$ cat config.mk
export PLATFORM = sky130hd
export DESIGN_NAME = instruction_cache
export DESIGN_NICKNAME = d
export VERILOG_FILES = /design/src/rtl/instruction_cache_pkg.sv /design/src/rtl/instruction_cache_word_select.sv /design/src/rtl/instruction_cache.sv
export SDC_FILE = /design/constraint.sdc
export NUM_CORES = 1
export LEC_CHECK = 0
export ABC_AREA = 1
export CORE_MARGIN = 1
export CORE_UTILIZATION = 54
export DETAILED_ROUTE_END_ITERATION = 6
export HOLD_SLACK_MARGIN = 0.1
export PLACE_DENSITY = 0.75
export RECOVER_POWER = 25
export SLEW_MARGIN = 20
export SYNTH_ARGS = -nofsm -noshare
export SYNTH_HDL_FRONTEND = slang
export SYNTH_SLANG_ARGS = --single-unit
$ cat constraint.sdc
create_clock -name CLOCK -period 19.6 [get_ports CLOCK]
set_clock_uncertainty 0.1 [all_clocks]
set_input_delay 3.92 -clock CLOCK [delete_from_list [all_inputs] [get_ports CLOCK]]
set_output_delay 3.92 -clock CLOCK [all_outputs]
set_load 0.1 [all_outputs]
$ cat src/rtl/instruction_cache_pkg.sv
// Shared definitions for the instruction cache (and the data cache that reuses
// the word-select helper): FSM encoding, block geometry, word extraction.
package instruction_cache_pkg;

    typedef enum logic [1:0] {
        IDLE      = 2'd0,
        MEM_FETCH = 2'd1,
        UPDATE    = 2'd2
    } icache_state_t;

    localparam int BLOCK_BYTES = 16;
    localparam int WORD_OFF_W  = 2;
    localparam int BYTE_OFF_W  = 2;
    localparam int BLOCK_W     = BLOCK_BYTES * 8;

    // Word n of a block lives in bits [32n+31:32n].
    function automatic logic [31:0] select_word(input logic [BLOCK_W-1:0]  blk,
                                                input logic [WORD_OFF_W-1:0] off);
        return blk[{off, 5'b0} +: 32];
    endfunction

endpackage

$ cat src/rtl/instruction_cache_word_select.sv
// Combinational 128-to-32 mux picking the addressed word out of a cache line.
module icache_word_select
    import instruction_cache_pkg::*;
(
    input  logic [BLOCK_W-1:0]    i_block,
    input  logic [WORD_OFF_W-1:0] i_word_off,
    output logic [31:0]           o_word
);

    assign o_word = select_word(i_block, i_word_off);

endmodule

$ cat src/rtl/instruction_cache.sv
// Direct-mapped read-only instruction cache with a busywait fill from 128-bit memory.
// Optional hit/miss counters are built when ICACHE_PERF_CNT_EN is defined.
module instruction_cache
    import instruction_cache_pkg::*;
#(
    parameter int INDEX_W = 3,
    parameter int TAG_W   = 32 - 4 - INDEX_W
) (
    input  logic               CLOCK,
    input  logic               RESET,
    input  logic               READ,
    input  logic [31:0]        PC,
    output logic [31:0]        INSTRUCTION,
    output logic               BUSYWAIT,
    output logic               MEM_READ,
    output logic [27:0]        MEM_ADDRESS,
    input  logic [BLOCK_W-1:0] MEM_READDATA,
    input  logic               MEM_BUSYWAIT
`ifdef ICACHE_PERF_CNT_EN
    ,
    output logic [31:0]        HIT_COUNT,
    output logic [31:0]        MISS_COUNT
`endif
);

    localparam int SETS = 1 << INDEX_W;

    logic               r_valid [SETS];
    logic [TAG_W-1:0]   r_tag   [SETS];
    logic [BLOCK_W-1:0] r_data  [SETS];

    icache_state_t      r_state;
    logic [BLOCK_W-1:0] r_block;

    logic [INDEX_W-1:0] w_index;
    logic [TAG_W-1:0]   w_tag;
    logic               w_hit;
    logic               w_miss;
    logic [BLOCK_W-1:0] w_line;
    logic               w_unused_pc;

    assign w_index     = PC[4 +: INDEX_W];
    assign w_tag       = PC[31 -: TAG_W];
    assign w_unused_pc = ^PC[BYTE_OFF_W-1:0];

    // Tag lookup is combinational so a hit costs no stall cycle.
    assign w_hit  = READ & r_valid[w_index] & (r_tag[w_index] == w_tag);
    assign w_miss = (r_state == IDLE) & READ & ~w_hit;
    assign w_line = r_data[w_index];

    assign MEM_READ    = (r_state == MEM_FETCH);
    assign BUSYWAIT    = (r_state == IDLE) ? (READ & ~w_hit) : 1'b1;
    assign MEM_ADDRESS = PC[31:4];

    icache_word_select u_word_select (
        .i_block    (w_line),
        .i_word_off (PC[3:2]),
        .o_word     (INSTRUCTION)
    );

    generate
        for (genvar gi = 0; gi < SETS; gi++) begin : g_valid
            always_ff @(posedge CLOCK) begin
                if (RESET) begin
                    r_valid[gi] <= 1'b0;
                end else if (r_state == UPDATE && w_index == INDEX_W'(gi)) begin
                    r_valid[gi] <= 1'b1;
                end
            end
        end
    endgenerate

    // Tag and data arrays carry no reset; the valid bits gate their use.
    always_ff @(posedge CLOCK) begin
        if (!RESET && r_state == UPDATE) begin
            r_tag[w_index]  <= w_tag;
            r_data[w_index] <= r_block;
        end
    end

    always_ff @(posedge CLOCK) begin
        if (RESET) begin
            r_state <= IDLE;
            r_block <= '0;
        end else begin
            case (r_state)
                IDLE: begin
                    if (w_miss) begin
                        r_state <= MEM_FETCH;
                    end
                end
                MEM_FETCH: begin
                    if (!MEM_BUSYWAIT) begin
                        r_block <= MEM_READDATA;
                        r_state <= UPDATE;
                    end
                end
                UPDATE: begin
                    r_state <= IDLE;
                end
                default: begin
                    r_state <= IDLE;
                end
            endcase
        end
    end

`ifdef ICACHE_PERF_CNT_EN
    logic [31:0] r_hit_count;
    logic [31:0] r_miss_count;

    always_ff @(posedge CLOCK) begin
        if (RESET) begin
            r_hit_count  <= '0;
            r_miss_count <= '0;
        end else begin
            if (r_state == IDLE && w_hit && r_hit_count != 32'hFFFF_FFFF) begin
                r_hit_count <= r_hit_count + 32'd1;
            end
            if (w_miss && r_miss_count != 32'hFFFF_FFFF) begin
                r_miss_count <= r_miss_count + 32'd1;
            end
        end
    end

    assign HIT_COUNT  = r_hit_count;
    assign MISS_COUNT = r_miss_count;
`endif

endmodule

# --- Word level (Yosys, flattened, before mapping) ---
# Memory sizes are Yosys's and may differ from the RTL's.
# Index checks and enable logic that the tools add are counted.
totals:
  ff_bits: 130
  mem_bits_rw: 1232
  n_memories: 3
classes:
  eq_ne: 12
  shift: 1
  n_mux: 40
  n_bitwise: 15
  reduce_logical: 14
mem_list:
  columns: ["name", "depth", "word_bits", "rd", "rd_clocked_by_memory_dff", "write_ports", "line_no", "text"]
  rows:
  - ["r_data", 8, 128, 1, 0, 1, "instruction_cache.sv:30", "logic [BLOCK_W-1:0] r_data [SETS];"]
  - ["r_tag", 8, 25, 1, 0, 1, "instruction_cache.sv:29", "logic [TAG_W-1:0] r_tag [SETS];"]
  - ["r_valid", 8, 1, 1, 0, 8, "instruction_cache.sv:28", "logic r_valid [SETS];"]
ops:
  columns: ["cell", "count"]
  rows:
  - ["$shiftx 128x8->32", 1]
  - ["$mux 1", 37]
  - ["$eq 25x25->1", 1]
  - ["$eq 3x3->1 const B", 4]
  - ["$logic_and 1x1->1", 9]
  - ["$or 1x1->1", 8]
  - ["$eq 3x2->1 const B", 2]
  - ["$and 1x1->1", 5]
  - ["$mux 2", 2]
  - ["$ne 2x2->1 const B", 2]
  - ["$pmux 2 s2", 1]
  - ["$reduce_and 2->1", 2]
  - ["$eq 3x1->1 const B", 1]
  - ["$logic_not 3->1", 1]
  - ["$eq 2x1->1 const B", 1]
  - ["$eq 2x2->1 const B", 1]
  - ["$logic_not 2->1", 1]
  - ["$not 1->1", 2]
  - ["$logic_not 1->1", 1]

# --- Longest topological paths before layout ---
# An unclocked memory read counts as a cell.
logic_depth:
  word_depth: 7
  ltp_mapped: 17
  mapped_depth_nobuf: 14

# --- Hierarchy ---
# From an unflattened synthesis, not the netlist that was laid out.
unflattened:
  cells_unflattened: 4031
  area_unflattened_um2: 52355.2
modules_own_cells:
  columns: ["module", "n_inst", "cells_per_inst", "area_each_um2"]
  rows:
  - ["instruction_cache", 1, 3657, 50792.5]
  - ["icache_word_select", 1, 374, 1562.7]

# --- Worst setup path after synthesis ---
# OpenSTA, ideal clock, no wires.
synth_path:
  kind: "input to register"
  start: "input port PC[4]"
  end: "memory r_data[1][0] (netlist bit), enable pin"
  setup_ns: 0.853
  t_arrival_ns: 15.233
  required_time_ns: 18.647
  setup_slack_ns: 3.415
  stages: 8
  n_path_buf: 4
  path_cell_list: "buf_4 -> inv_2 -> nor2_2 -> buf_4 -> buf_2 -> buf_2 -> nand2_1 -> nor3_1"
synth_lines:
  columns: ["item", "line_no", "text"]
  rows:
  - ["start, declared", "instruction_cache.sv:12", "input logic [31:0] PC,"]
  - ["end, declared", "instruction_cache.sv:30", null]
# No word-level cell before the write port.

# --- Final worst setup path ---
layout_path:
  start: "input port PC[5]"
  end: "output port INSTRUCTION[30]"
layout_via:
  elab_chain_len: 2
layout_lines:
  columns: ["item", "line_no", "text"]
  rows:
  - ["$mem_v2 8x128", null, null]
  - ["$shiftx 128x8->32", "instruction_cache_pkg.sv:19", "return blk[{off, 5'b0} +: 32];"]
  - ["end, declared", "instruction_cache.sv:13", "output logic [31:0] INSTRUCTION,"]
# No other way between the ends.

==> impl_metrics.ini <==
[grt]
grt_pass1_wl_um = 191000
grt_usage_pct = 26.9
grt.overflow.total = 0
grt_antenna_before_repair = 3
grt_pass1_vias = 30468
grt_start_max_net_pins = 150

[route]
wl_um = 131000
wl_per_cell_um = 25.7
via_per_inst = 6.31
drtIter0Drc = 4106
ant_nets = 0
vias = 32037
firstDrtPassIters = 6
drc = 0

[logic_synthesis]
async_reset_ff_share_pct = 0
yosys.area.top_type_share_pct = 72.1
ys_warn_count = 0
synthFlopType = edfxtp_1
synth_cells = 3589
synth_area_um2 = 51300
synth_area_per_cell_um2 = 14.3
synth_area_leaders = edfxtp_1 72%, a22oi_1 6.9%, dfxtp_1 5.1%, nand2_1 4.6%, nand3_1 4.2%
synth-seq-cells = 1362
ys_seq_area_share_pct = 77.2
synth-edff-count = 1231
syn_nets = 3753
synth_cell_types = 23
synth_top_cell_by_area = edfxtp_1

[floorplanning]
die-area_um2 = 96200
num_io_pins = 226
start_util_pct = 54.7
die_w_um = 310
die-height_um = 310
rows = 112
coreArea_um2 = 93700

[sta]
relSlewSlack_pct = 22.5
period_minus_slack_ns = 14.12
slew_viol_final = 0
rsz0062_at_grt = no
setup_viol = 0
finalHoldViolations = 0
tightest_slew_ns = 1.16
hold_ws_ns = 0.380
period_share_pct = 72.0
max_freq_mhz = 70.8
setup_tns_ns = 0

[critical_path]
reg2reg_from = r_state[1]
cp_slowest_cell = clkdlybuf4s50_1
crit_fanout = 149
critPathKind = input port to primary output
arrival_ns = 10.10
crit_path_start_kind = input port
rr_endpoint = r_data[5][41]
slowest_delay_ns = 1.27
endpoint_kind = primary output
reg2reg_depth = 6
crit_chain = clkdlybuf4s50_1 -> buf_4 -> inv_2 -> nor2_8 -> buf_12 -> buf_4 -> a22oi_1 -> nand3_1 -> nand3_1 -> a31oi_1 -> clkdlybuf4s50_1
r2r_slack_ns = 15.55
crit_required_ns = 15.58

[cts]
postCtsHoldBufs = 0
max-clock-path-buffers = 3
cts.sinks = 1362
clk_pin_slew_worst_paths_ns = 0.06
cts_root_buffer = clkbuf_16
clock_latency_ns = 0.74
cts_setup_buffers = 0
cts_tree = built
cts_resized = 0
cts.htree.levels = 4
cts_buffers = 134

[placed_design]
gp_congestion = 0.743
port_buffers = 223
dpl.hpwl_um = 63900

[hold_path]
min-delay-start = r_valid[4]
hold_path_class = register to register
min_to = r_valid[4]
min_delay_path_depth = 2

[finish]
drive_gt1_share_pct = 7.01
fin_nets = 3877
areaGrowthSynthToFinish_pct = 14.3
n_antenna_cell = 0

[power_and_ir_drop]
ir_drop_v = 0.0000915
power_density_nw_per_um2 = 104
p_leak_nw = 20.4

[outcome]
status = completed

[flow_run]
drv_cap = 0
## cell families (layout without fill, tap and decap cells)
kind of cell,count (synthesis),in the layout,share of synthesized area (%)
buf+inv,303,538,2.91
simple gates,1179,1179,10.1
compound gates,745,745,9.78
flops,1362,1362,77.2
## routing by layer
layer | GRT usage (%) | wire length, um
met1 | 36.5 | 49500
met2 | 43.5 | 63100
met3 | 4.88 | 13700
met4 | 10.7 | 4300
met5 | 0 | 26
## synthesized netlist by cell type, types with 16 or more instances
cell / number
o21ai_0: 23
a21oi_1: 165
nor2_1: 34
clkbuf_1: 113
a31oi_1: 84
nand4_1: 52
nand2_1: 634
buf_2: 104
buf_4: 48
a22oi_1: 472
inv_1: 16
nand3b_1: 18
dfxtp_1: 131
nand3_1: 434
edfxtp_1: 1231
## worst max-delay path by stage
stage           from               to  slack, ns  cells past startpoint
2_1_floorplan  PC[4]     r_data[1][0]       3.41                      8
3_3_place_gp   PC[5]  INSTRUCTION[31]       5.61                     13
3_5_place_dp   PC[5]  INSTRUCTION[16]       5.54                     13
4_1_cts        PC[5]  INSTRUCTION[16]       5.51                     13
5_1_grt        PC[5]  INSTRUCTION[30]       5.26                     11
6_report       PC[5]  INSTRUCTION[30]       5.48                     11
## metrics by stage
| step | instance area, um2 | util [%] | total power, mW | setup slack (ns) | std cells |
|---|---|---|---|---|---|
| global route | 58600 | 62.5 | 6.26 | 5.26 | 5078 |
| CTS | 58600 | 62.5 | 6.13 | 5.51 | 5078 |
| floorplan | 51300 | - | 3.47 | 3.41 | 3589 |
| global placement | 54200 | 57.8 | 3.61 | 5.61 | 4831 |
| detailed placement | 54200 | 57.8 | 3.62 | 5.54 | 4831 |
| finish | 58600 | 62.5 | 6.11 | 5.48 | 5078 |
## layout by cell type, fill, tap and decap left out, types with 2 or more instances in the layout
| cell | synthesis | final |
|---|---|---|
| a31oi_1 | 84 | 84 |
| clkdlybuf4s50_1 | 0 | 217 |
| nand3_1 | 434 | 434 |
| edfxtp_1 | 1231 | 1231 |
| inv_1 | 16 | 14 |
| clkbuf_1 | 113 | 29 |
| buf_6 | 6 | 2 |
| clkinv_1 | 2 | 23 |
| nand3b_1 | 18 | 18 |
| inv_2 | 3 | 4 |
| buf_4 | 48 | 41 |
| nand4_1 | 52 | 52 |
| inv_8 | 0 | 2 |
| clkbuf_8 | 0 | 12 |
| bufinv_16 | 0 | 9 |
| clkbuf_16 | 0 | 137 |
| buf_12 | 0 | 7 |
| inv_6 | 0 | 3 |
| nor2_4 | 0 | 9 |
| dfxtp_1 | 131 | 131 |
| a21oi_1 | 165 | 165 |
| buf_2 | 104 | 3 |
| clkinv_2 | 0 | 16 |
| clkinvlp_4 | 0 | 5 |
| inv_16 | 0 | 3 |
| nor2_1 | 34 | 27 |
| nand2_1 | 634 | 633 |
| a22oi_1 | 472 | 472 |
| clkinv_4 | 0 | 2 |
| clkinv_8 | 0 | 7 |
| o21ai_0 | 23 | 23 |
| nor3_1 | 4 | 2 |
| nor3_2 | 0 | 2 |
## area by class of cell
cell class / count / area (um2)
Sequential cell: 1362 / 39600
Fill cell: 6587 / 35100
Multi-Input combinational cell: 1924 / 10300
Clock buffer: 178 / 3700
Timing Repair Buffer: 270 / 2660
Tap cell: 1254 / 1570
Clock inverter: 69 / 724
Inverter: 21 / 93.8
## report_power, final
| part | internal [mW] | switching, mW | leakage (nW) |
|---|---|---|---|
| Sequential | 3.16 | 0.0215 | 13.8 |
| Combinational | 0.0981 | 0.276 | 4.36 |
| Clock | 1.46 | 1.09 | 2.15 |
## state kept, by name, summed over array words and instances, names as in the netlist
name / cells
r_valid: 8
r_state: 2
r_data: 1024
r_tag: 200
r_block: 128
## critical path: cells and delay by family
family	cells	cell delay, ns
buffers and inverters	6	4.17
AND/OR/NAND/NOR	3	0.94
AO/OA/AOI/OAI	2	0.81
Note: power is estimated with default switching activity, not from simulation.
